--- src/rtl/sclk_sched_pkg.sv ---
// ---------------------------------------------------------------------------
// sclk_sched_pkg
// Shared types and constants for the shared serial-clock scheduler:
//   state_t       burst FSM state encoding
//   DIV_W_DEF     default half-period field width (clk cycles)
//   LEN_W_DEF     default burst-length field width (sclk rising edges)
//   N_REQ         number of requesters
//   req_onehot()  requester index -> one-hot requester vector
// ---------------------------------------------------------------------------
package sclk_sched_pkg;

    localparam int unsigned DIV_W_DEF = 8;
    localparam int unsigned LEN_W_DEF = 8;
    localparam int unsigned N_REQ     = 2;

    typedef enum logic [1:0] {
        ST_IDLE = 2'd0,
        ST_LOW  = 2'd1,
        ST_HIGH = 2'd2,
        ST_DONE = 2'd3
    } state_t;

    // Index of a requester expanded to its bit in a per-requester vector.
    function automatic logic [N_REQ-1:0] req_onehot(input logic idx);
        return idx ? 2'b10 : 2'b01;
    endfunction

endpackage : sclk_sched_pkg

--- src/rtl/sclk_sched_rr.sv ---
// ---------------------------------------------------------------------------
// sclk_sched_rr
// Two-way round-robin picker, purely combinational.
//   req    in   per-requester request level
//   last   in   index of the most recently granted requester
//   grant  out  one-hot winner, all zero when nobody requests
// A lone requester always wins; on contention the requester that was not
// granted last time wins.
// ---------------------------------------------------------------------------
module sclk_sched_rr
    import sclk_sched_pkg::*;
(
    input  logic [N_REQ-1:0] req,
    input  logic             last,
    output logic [N_REQ-1:0] grant
);

    always_comb begin
        grant = '0;
        case (req)
            2'b01:   grant = 2'b01;
            2'b10:   grant = 2'b10;
            2'b11:   grant = last ? 2'b01 : 2'b10;
            default: grant = '0;
        endcase
    end

endmodule : sclk_sched_rr

--- src/rtl/sclk_sched.sv ---
// ---------------------------------------------------------------------------
// sclk_sched
// Arbitrates two requesters for a shared serial clock and generates one
// burst of sclk_o for the winner.
//   clk_i          in   system clock, rising edge
//   rst_n_i        in   asynchronous active-low reset
//   req_i          in   per-requester burst request (level, held until ack)
//   div0_i/div1_i  in   half-period in clk cycles per requester, 0 acts as 1
//   len0_i/len1_i  in   sclk high phases per requester, 0 = empty burst
//   ack_o          out  one-cycle pulse, request accepted and fields latched
//   done_o         out  one-cycle pulse, owner's burst finished
//   busy_o         out  high from the ack cycle through the done cycle
//   owner_o        out  current / last granted requester
//   sclk_o         out  shared serial clock, idle low
//   sclk_rise_o    out  strobe in the first cycle of each sclk high phase
// ---------------------------------------------------------------------------
module sclk_sched
    import sclk_sched_pkg::*;
#(
    parameter int unsigned DIV_W = DIV_W_DEF,
    parameter int unsigned LEN_W = LEN_W_DEF
) (
    input  logic             clk_i,
    input  logic             rst_n_i,
    input  logic [N_REQ-1:0] req_i,
    input  logic [DIV_W-1:0] div0_i,
    input  logic [DIV_W-1:0] div1_i,
    input  logic [LEN_W-1:0] len0_i,
    input  logic [LEN_W-1:0] len1_i,
    output logic [N_REQ-1:0] ack_o,
    output logic [N_REQ-1:0] done_o,
    output logic             busy_o,
    output logic             owner_o,
    output logic             sclk_o,
    output logic             sclk_rise_o
);

    state_t           state_q;
    logic             last_q;     // last granted requester, drives priority
    logic [DIV_W-1:0] div_q;      // latched half-period (never 0)
    logic [LEN_W-1:0] len_q;      // latched burst length
    logic [DIV_W-1:0] cnt_q;      // cycles left in the current phase, minus one
    logic [LEN_W-1:0] phase_q;    // high phases started so far

    logic [N_REQ-1:0] grant;
    logic             win_idx;
    logic [DIV_W-1:0] win_div;
    logic [LEN_W-1:0] win_len;

    sclk_sched_rr u_rr (
        .req   (req_i),
        .last  (last_q),
        .grant (grant)
    );

    // Fields of the would-be winner, with a zero divider promoted to one.
    always_comb begin
        win_idx = grant[1];
        win_div = win_idx ? div1_i : div0_i;
        win_len = win_idx ? len1_i : len0_i;
        if (win_div == '0) begin
            win_div = DIV_W'(1);
        end
    end

    // Burst FSM; every output is a register updated alongside the state.
    // Priority starts at requester 0 by making requester 1 the "last" one.
    always_ff @(posedge clk_i or negedge rst_n_i) begin
        if (!rst_n_i) begin
            state_q     <= ST_IDLE;
            last_q      <= 1'b1;
            div_q       <= '0;
            len_q       <= '0;
            cnt_q       <= '0;
            phase_q     <= '0;
            ack_o       <= '0;
            done_o      <= '0;
            busy_o      <= 1'b0;
            owner_o     <= 1'b0;
            sclk_o      <= 1'b0;
            sclk_rise_o <= 1'b0;
        end else begin
            ack_o       <= '0;
            done_o      <= '0;
            sclk_rise_o <= 1'b0;

            case (state_q)
                ST_IDLE: begin
                    if (|grant) begin
                        owner_o <= win_idx;
                        last_q  <= win_idx;
                        div_q   <= win_div;
                        len_q   <= win_len;
                        cnt_q   <= win_div - DIV_W'(1);
                        phase_q <= '0;
                        ack_o   <= grant;
                        busy_o  <= 1'b1;
                        state_q <= (win_len == '0) ? ST_DONE : ST_LOW;
                    end
                end

                ST_LOW: begin
                    if (cnt_q == '0) begin
                        sclk_o      <= 1'b1;
                        sclk_rise_o <= 1'b1;
                        cnt_q       <= div_q - DIV_W'(1);
                        phase_q     <= phase_q + LEN_W'(1);
                        state_q     <= ST_HIGH;
                    end else begin
                        cnt_q <= cnt_q - DIV_W'(1);
                    end
                end

                ST_HIGH: begin
                    if (cnt_q == '0) begin
                        sclk_o <= 1'b0;
                        cnt_q  <= div_q - DIV_W'(1);
                        if (phase_q == len_q) begin
                            done_o  <= req_onehot(owner_o);
                            state_q <= ST_DONE;
                        end else begin
                            state_q <= ST_LOW;
                        end
                    end else begin
                        cnt_q <= cnt_q - DIV_W'(1);
                    end
                end

                ST_DONE: begin
                    // Entered with done_o already pulsing after a real burst;
                    // an empty burst arrives here in its ack cycle and
                    // spends one more cycle to pulse done_o.
                    if (|done_o) begin
                        busy_o  <= 1'b0;
                        state_q <= ST_IDLE;
                    end else begin
                        done_o <= req_onehot(owner_o);
                    end
                end

                default: begin
                    sclk_o  <= 1'b0;
                    busy_o  <= 1'b0;
                    state_q <= ST_IDLE;
                end
            endcase
        end
    end

endmodule : sclk_sched
--- config.mk ---
export PLATFORM = sky130hd
export DESIGN_NAME = sclk_sched
export DESIGN_NICKNAME = d
export VERILOG_FILES = /design/src/rtl/sclk_sched_pkg.sv /design/src/rtl/sclk_sched_rr.sv /design/src/rtl/sclk_sched.sv
export SDC_FILE = /design/constraint.sdc
export NUM_CORES = 1
export LEC_CHECK = 0
export ABC_AREA = 0
export CORE_ASPECT_RATIO = 1.25
export CORE_MARGIN = 2
export CORE_UTILIZATION = 32
export DETAILED_ROUTE_END_ITERATION = 10
export SYNTH_ARGS = -nofsm -noshare
export SYNTH_HDL_FRONTEND = slang
export SYNTH_SLANG_ARGS = --single-unit
--- constraint.sdc ---
create_clock -name clk_i -period 3.3 [get_ports clk_i]
set_input_delay 0.33 -clock clk_i [delete_from_list [all_inputs] [get_ports clk_i]]
set_output_delay 0.33 -clock clk_i [all_outputs]
set_load 0.005 [all_outputs]
==> metrics.csv, run 1 <==
stage;metric;value;unit
synthesis;yosys.area_share.adder;3.800;%
power_and_ir_drop;p_leak;0.001336;µW
synthesis;synth.top_cell.area_share;39.90;%
routing;drc;0;
global_route;grt_pass1_wl;10620;µm
die;io_pins;44;
sta;setup_viol;0;
routing;wl_met2;3460;µm
power_and_ir_drop;pwr_density_cell;814.4;mW/mm²
critical_path;slowest_stage;dfrtp_1;
cells_and_area;seqCellArea;0.001077;mm²
synthesis;synth_top_area_cell;dfrtp_1;
sta;fin_worst_skew;0.005720;ns
cts;cts_sinks;43;
critical_path;cpPeakStageDelay;0.41;ns
critical_path;cp.arrival;2.72;ns
synthesis;synthFlopType;dfrtp_1;
cts;cts_setup_buffers;0;
critical_path;reg2reg_from;state_q[0];
critical_path;worstPathRequired;3.45;ns
global_route;antenna_found_initial;0;
synthesis;synth_mux_area_share;8.979;%
cts;ctsResizeCount;0;
cts;cts_buffers;5;
routing;highest-signal-layer;met4;
die;core_area;0.008102;mm²
synthesis;synth-compound-area-share;15.68;%
critical_path;cp-start-kind;flip-flop;
synthesis;ys_top_cells_by_area;dfrtp_1 40%, mux2i_1 6.8%, nand2_1 4.8%, nor2_1 4.1%, ha_1 3.8%;
routing;vias;2229;
sta;fmax;389.4;MHz
sta;min_period_over_period;77.82;%
critical_path;critPathMaxFanout;16;
sta;tns;0;ns
cells_and_area;multi_input_area;0.001480;mm²
cells_and_area;antennaDiodeCount;0;
sta;slew_violations;0;
sta;hold_violations;0;
cts;path_clk_slew;0.08;ns
die;initial_core_util;32.51;%
cells_and_area;stdcell_area;0.003278;mm²
routing;wirelength;6302;µm
global_route;track_usage;14.66;%
cts;insertion_delay;0.30;ns
critical_path;reg2regPathDepth;9;
global_route;grt_start_max_net_pins;44;
synthesis;post_synth_xor_area_fraction;5.986;%
sta;rsz0062_at_grt;no;
cells_and_area;n_fill_cell;807;
synthesis;synth-seq-area-share;40.90;%
sta;tightest_slew;0.9708;ns
synthesis;yosys.area_share.simple;21.62;%
cells_and_area;drive_gt1_share;8.563;%
placed_design;port_buffers;43;
cts;cts.hold.buffers_added;0;
die;fp.dieW;85.15;µm
sta;relSlewSlack;35.28;%
critical_path;worstSetupEndpointType;flip-flop;
synthesis;avgSynthCellArea;9.274;µm²
critical_path;reg2reg_slack;0.73;ns
die;placementRows;37;
critical_path;crit_buf_inv;2;
critical_path;critPathKind;flip-flop to flip-flop;
routing;dr.pass1.iters;4;
critical_path;cp-startpoint;state_q[0];
sta;period_minus_slack;2.568;ns
min_path;hold_path_class;input port to asynchronous set/reset pin;
synthesis;synth_edf_count;0;
synthesis;ys_ff_latch;43;
synthesis;async_reset_ff_share;100.0;%
placed_design;placed_cell_area;0.003161;mm²
placed_design;routabilityCongestion;0.8250;
global_route;gr-total-overflow;0;
critical_path;r2r-end;cnt_q[4];
synthesis;syn_area;0.002634;mm²
critical_path;crit_top_cell;ha_1;
power_and_ir_drop;ir_drop;0.3178;mV
critical_path;crit_chain;inv_1 -> ha_1 -> buf_4 -> a2111oi_0 -> a311o_1 -> ha_1 -> nor3b_1 -> xor2_1 -> a21oi_1;
cts;clockRootBuffer;clkbuf_8;
synthesis;synthCells;284;
cells_and_area;area_growth_syn_to_layout;24.47;%
cells_and_area;nets;370;
cts;cts_buffer_depth;2;
critical_path;path_delay_family;compound AO/OA/AOI/OAI gates;
routing;ant_nets;0;
placed_design;dpl.hpwl;4930;µm
global_route;grt_pass1_vias;2226;
synthesis;syn_nets;328;
routing;wl_met1;2590;µm
synthesis;yosys_warnings;0;
die;die_h;105.4;µm
routing;route.met3.wl;179;µm
routing;avgRoutedWirePerCell;14.86;µm
synthesis;synth_cell_type_count;49;
cts;h-tree-depth;2;
synthesis;synth_top_family_by_area;simple AND/OR/NAND/NOR gates;
die;die_area;0.008977;mm²
routing;routed_via_density;5.257;
cts;cts_tree;done;
run;drv_cap;0;
run_status;outcome;complete, no violations;
routing;drtIter0Drc;85;
==> power by group <==
part | total [µW] | internal [µW] | switching, µW
Sequential | 934 | 733 | 201
Clock | 434 | 245 | 189
Combinational | 1300 | 596 | 706
Total | 2670 | 1570 | 1100
==> cell type report <==
| class | count | area share, % |
|---|---|---|
| sequential | 43 | 32.86 |
| timing repair buffer | 48 | 14.12 |
| multi-input combinational | 223 | 45.15 |
| inverter | 5 | 0.5725 |
| tap | 97 | 3.702 |
| clock buffer | 6 | 2.519 |
| clock inverter | 2 | 1.069 |
==> cells by family (layout without fill, tap and decap cells) <==
group	Yosys count	count (layout)
muxes	23	23
DFF	43	43
adders and majority gates	8	8
buffers and inverters	18	61
and+or+nand+nor	111	111
xor gates and xnor gates	18	18
AOI/OAI and AO/OA	63	63
==> flip-flops by register name (all words and copies together), names as in the netlist <==
| register | cells |
|---|---|
| ack_o | 2 |
| busy_o | 1 |
| cnt_q | 8 |
| div_q | 8 |
| done_o | 2 |
| last_q | 1 |
| len_q | 8 |
| owner_o | 1 |
| phase_q | 8 |
| sclk_o | 1 |
| sclk_rise_o | 1 |
| state_q | 2 |
==> stage by stage <==
step	total power (µW)	hold slack [ns]	worst slack, ns	instances	utilization, %
final	2670	0.1648	0.7320	424	40.46
after global routing	2888	0.2487	0.4870	424	40.46
after CTS	2689	0.2169	0.7427	424	40.46
after detailed placement	2253	0.4669	0.5298	416	39.01
after global placement	2239	0.4647	0.5937	416	39.01
after floorplan	1841	0.03441	0.9193	284	-
==> worst max-delay path by stage <==
stage / to / slack [ns] / cells past startpoint
after floorplan: cnt_q[4] / 0.92 / 10
after global placement: cnt_q[4] / 0.59 / 8
after detailed placement: cnt_q[4] / 0.53 / 8
after CTS: cnt_q[4] / 0.74 / 9
after global routing: cnt_q[4] / 0.49 / 9
final: cnt_q[4] / 0.73 / 9
==> routing by layer <==
| layer | up-vias | GRT usage [%] |
|---|---|---|
| li1 | 1105 | - |
| met1 | 1079 | 16.67 |
| met2 | 38 | 27.73 |
| met3 | 7 | 2.584 |
| met4 | 0 | 3.741 |
| met5 | - | 0 |
==> cell usage in the layout (no fill, tap or decap), types with 6 or more instances in the layout <==
cell,instances
a21oi_1,16
clkbuf_8,6
clkdlybuf4s50_1,42
dfrtp_1,42
ha_1,8
mux2i_1,18
nand2_1,34
nand3_1,10
nor2_1,29
nor4_1,6
nor4b_1,7
o21ai_0,20
xnor2_1,11
xor2_1,7
==> worst register-to-register path: stages, from the launching register on <==
cell,delay [ns]
dfrtp_1,0.41
inv_1,0.11
ha_1,0.32
buf_4,0.20
a2111oi_0,0.32
a311o_1,0.29
ha_1,0.26
nor3b_1,0.25
xor2_1,0.18
a21oi_1,0.08
==> synth_stat cells (all sizes together), types with 2 or more instances <==
cell and number:
nand2b 2, nor2 29, nand2 34, xor2 7
a211oi 4, clkbuf 8, a32oi 2, nand4 3
ha 8, nor3 5, nor4b 7, buf 5
nor3b 4, and2 3, xnor2 11, o31ai 4
nand3 10, o21ai 22, a211o 5, a21oi 16
mux2 5, nor4 8, dfrtp 42, mux2i 18
inv 5, a31o 2
Power figures use the tool's default switching activity.
==> run 2: changes to the inputs <==
clock period = 2.05 ns   (was 3.3 ns; I/O delays follow)
==> metrics.csv, run 2 (synthesis results as in run 1) <==
stage;metric;value;unit
sta;setup_viol;2;
critical_path;worstPathRequired;2.23;ns
global_route;gr-total-overflow;0;
critical_path;critPathMaxFanout;8;
cells_and_area;nets;425;
sta;relSlewSlack;63.46;%
critical_path;worstSetupEndpointType;flip-flop;
power_and_ir_drop;pwr_density_cell;1371;mW/mm²
cts;cts_sinks;43;
cells_and_area;fin_cells;480;
min_path;hold_start;div_q[0];
power_and_ir_drop;p_leak;0.001616;µW
sta;hold_violations;0;
die;initial_core_util;32.51;%
cells_and_area;area_growth_syn_to_layout;45.23;%
die;die_h;105.4;µm
routing;routed_via_density;5.119;
placed_design;dpl.hpwl;5618;µm
die;core_area;0.008102;mm²
sta;fin_worst_skew;0.01584;ns
run_status;outcome;complete, but fails checks;
cts;clockRootBuffer;clkbuf_8;
placed_design;dpl.cell_count;461;
sta;setup_slack;-0.009379;ns
die;io_pins;44;
power_and_ir_drop;pwr-share-seq;27.6;%
cts;h-tree-depth;2;
routing;ant_nets;0;
run;drv_cap;0;
routing;drtIter0Drc;124;
cells_and_area;drive_gt1_share;26.18;%
cells_and_area;layout.cells.most_common;buf_4;
routing;wl_met1;2891;µm
routing;highest-signal-layer;met4;
sta;tightest_slew;0.5481;ns
power_and_ir_drop;power.total;5244;µW
routing;route.met3.wl;257;µm
critical_path;reg2regPathDepth;10;
power_and_ir_drop;power_frac_clock;15.1;%
min_path;holdPathEnd;div_q[0];
global_route;grt_start_max_net_pins;44;
placed_design;port_buffers;43;
critical_path;cp-startpoint;state_q[0];
routing;vias;2457;
cells_and_area;layout_common_cells;56 x buf_4, 42 x clkdlybuf4s50_1, 41 x dfrtp_1;
power_and_ir_drop;internal_power;3225;µW
power_and_ir_drop;power_frac_comb;57.3;%
cts;cts_tree;done;
die;placementRows;37;
sta;tns;-0.01374;ns
die;die_area;0.008977;mm²
cts;cts_buffer_depth;2;
critical_path;cp-start-kind;flip-flop;
global_route;track_usage;16.35;%
global_route;antenna_found_initial;1;
critical_path;critPathKind;flip-flop to flip-flop;
global_route;grt_pass1_wl;11740;µm
placed_design;routabilityCongestion;0.8468;
critical_path;reg2reg_slack;-0.009;ns
sta;rsz0062_at_grt;yes;
critical_path;cp.arrival;2.24;ns
power_and_ir_drop;p_sw;2019;µW
power_and_ir_drop;sw_frac_of_total;38.51;%
cts;insertion_delay;0.30;ns
run_status;violations;negative setup slack;
min_path;whs_path_depth;2;
power_and_ir_drop;ir_drop;0.6572;mV
routing;avgRoutedWirePerCell;15.02;µm
cts;cts_buffers;5;
cts;path_clk_slew;0.10;ns
critical_path;r2r-end;cnt_q[7];
sta;min_period_over_period;100.5;%
critical_path;reg2reg_from;state_q[0];
sta;slew_violations;0;
routing;drc;0;
routing;wirelength;7209;µm
die;fp.dieW;85.15;µm
routing;wl_met2;3778;µm
min_path;hold_path_class;flip-flop to flip-flop;
routing;dr.pass1.iters;5;
sta;fmax;485.6;MHz
global_route;grt_pass1_vias;2521;
sta;period_minus_slack;2.059;ns
run 2: cell count changes in the layout (fill, tap and decap cells not counted), sizes merged:
| cell | delta |
|---|---|
| bufinv | +1 |
| clkinv | -1 |
| diode | +1 |
| dlygate4sd3 | +1 |
| clkinvlp | +1 |
| clkbuf | -1 |
| buf | +54 |
run 2: worst max-delay path by stage:
stage | end | slack (ns) | depth (start not counted)
after floorplan | cnt_q[4] | -0.05 | 10
after global placement | cnt_q[4] | -0.27 | 8
after detailed placement | cnt_q[4] | -0.27 | 8
after CTS | cnt_q[4] | -0.03 | 9
after global routing | cnt_q[4] | -0.12 | 9
final | cnt_q[7] | -0.009 | 10
run 2: per-layer routing:
metal	track usage, %	vias up
met2	29.69	59
met5	0	-
met4	7.483	0
li1	-	1217
met1	17.97	1159
met3	3.289	22
run 2: what timing repair did:
action                                  CTS  global route
hold endpoints to repair                 23             0
resized for setup                         1            14
hold buffers                              1             0
endpoints found under the setup margin    4             9
setup buffers                             6             4
pin swaps                                 9             9
cloned                                    0             0
run 2: power groups by stage:
stage | combinational [µW] | clock (µW) | sequential, µW
floorplan | 1650 | 0 | 1440
global placement | 2640 | 0 | 1450
detailed placement | 2690 | 0 | 1460
CTS | 2780 | 808 | 1440
global route | 3330 | 837 | 1500
finish | 3010 | 791 | 1450
run 2: area by class of cell:
cell class,instances,area [µm²]
multi-input combinational,223,1563
clock inverter,3,67.56
fill,767,4277
clock buffer,5,68.82
inverter,5,21.27
tap,97,121.4
antenna,1,2.502
sequential,43,1079
timing repair buffer,103,902.1
run 2: metrics by stage:
step                      util, %  instance area, µm²  hold WS [ns]  setup WS, ns
final                       47.21                3825        0.4902     -0.009379
after global routing        47.18                3822        0.5288       -0.1172
after CTS                   46.12                3736        0.4897      -0.02870
after detailed placement    43.97                3562        0.3139       -0.2736
after global placement      43.97                3562        0.3151       -0.2670
after floorplan                 -                2689      -0.09059      -0.05104
run 2: critical path, cell delays in order, from the launching register on:
cell and delay (ns):
dfrtp_1 0.38, inv_2 0.06, ha_4 0.31, buf_8 0.14
a2111oi_4 0.04, a311o_1 0.39, buf_4 0.15, buf_4 0.13
nand4_1 0.11, xor2_1 0.15, a21oi_1 0.07
==> run 3: changes to the inputs <==
GPL_ROUTABILITY_DRIVEN = 0   (was unset)
HOLD_SLACK_MARGIN = 0.05   (was unset)
==> results of run 3 <==
The final DEF is identical to that of run 2; final timing and power are the same.
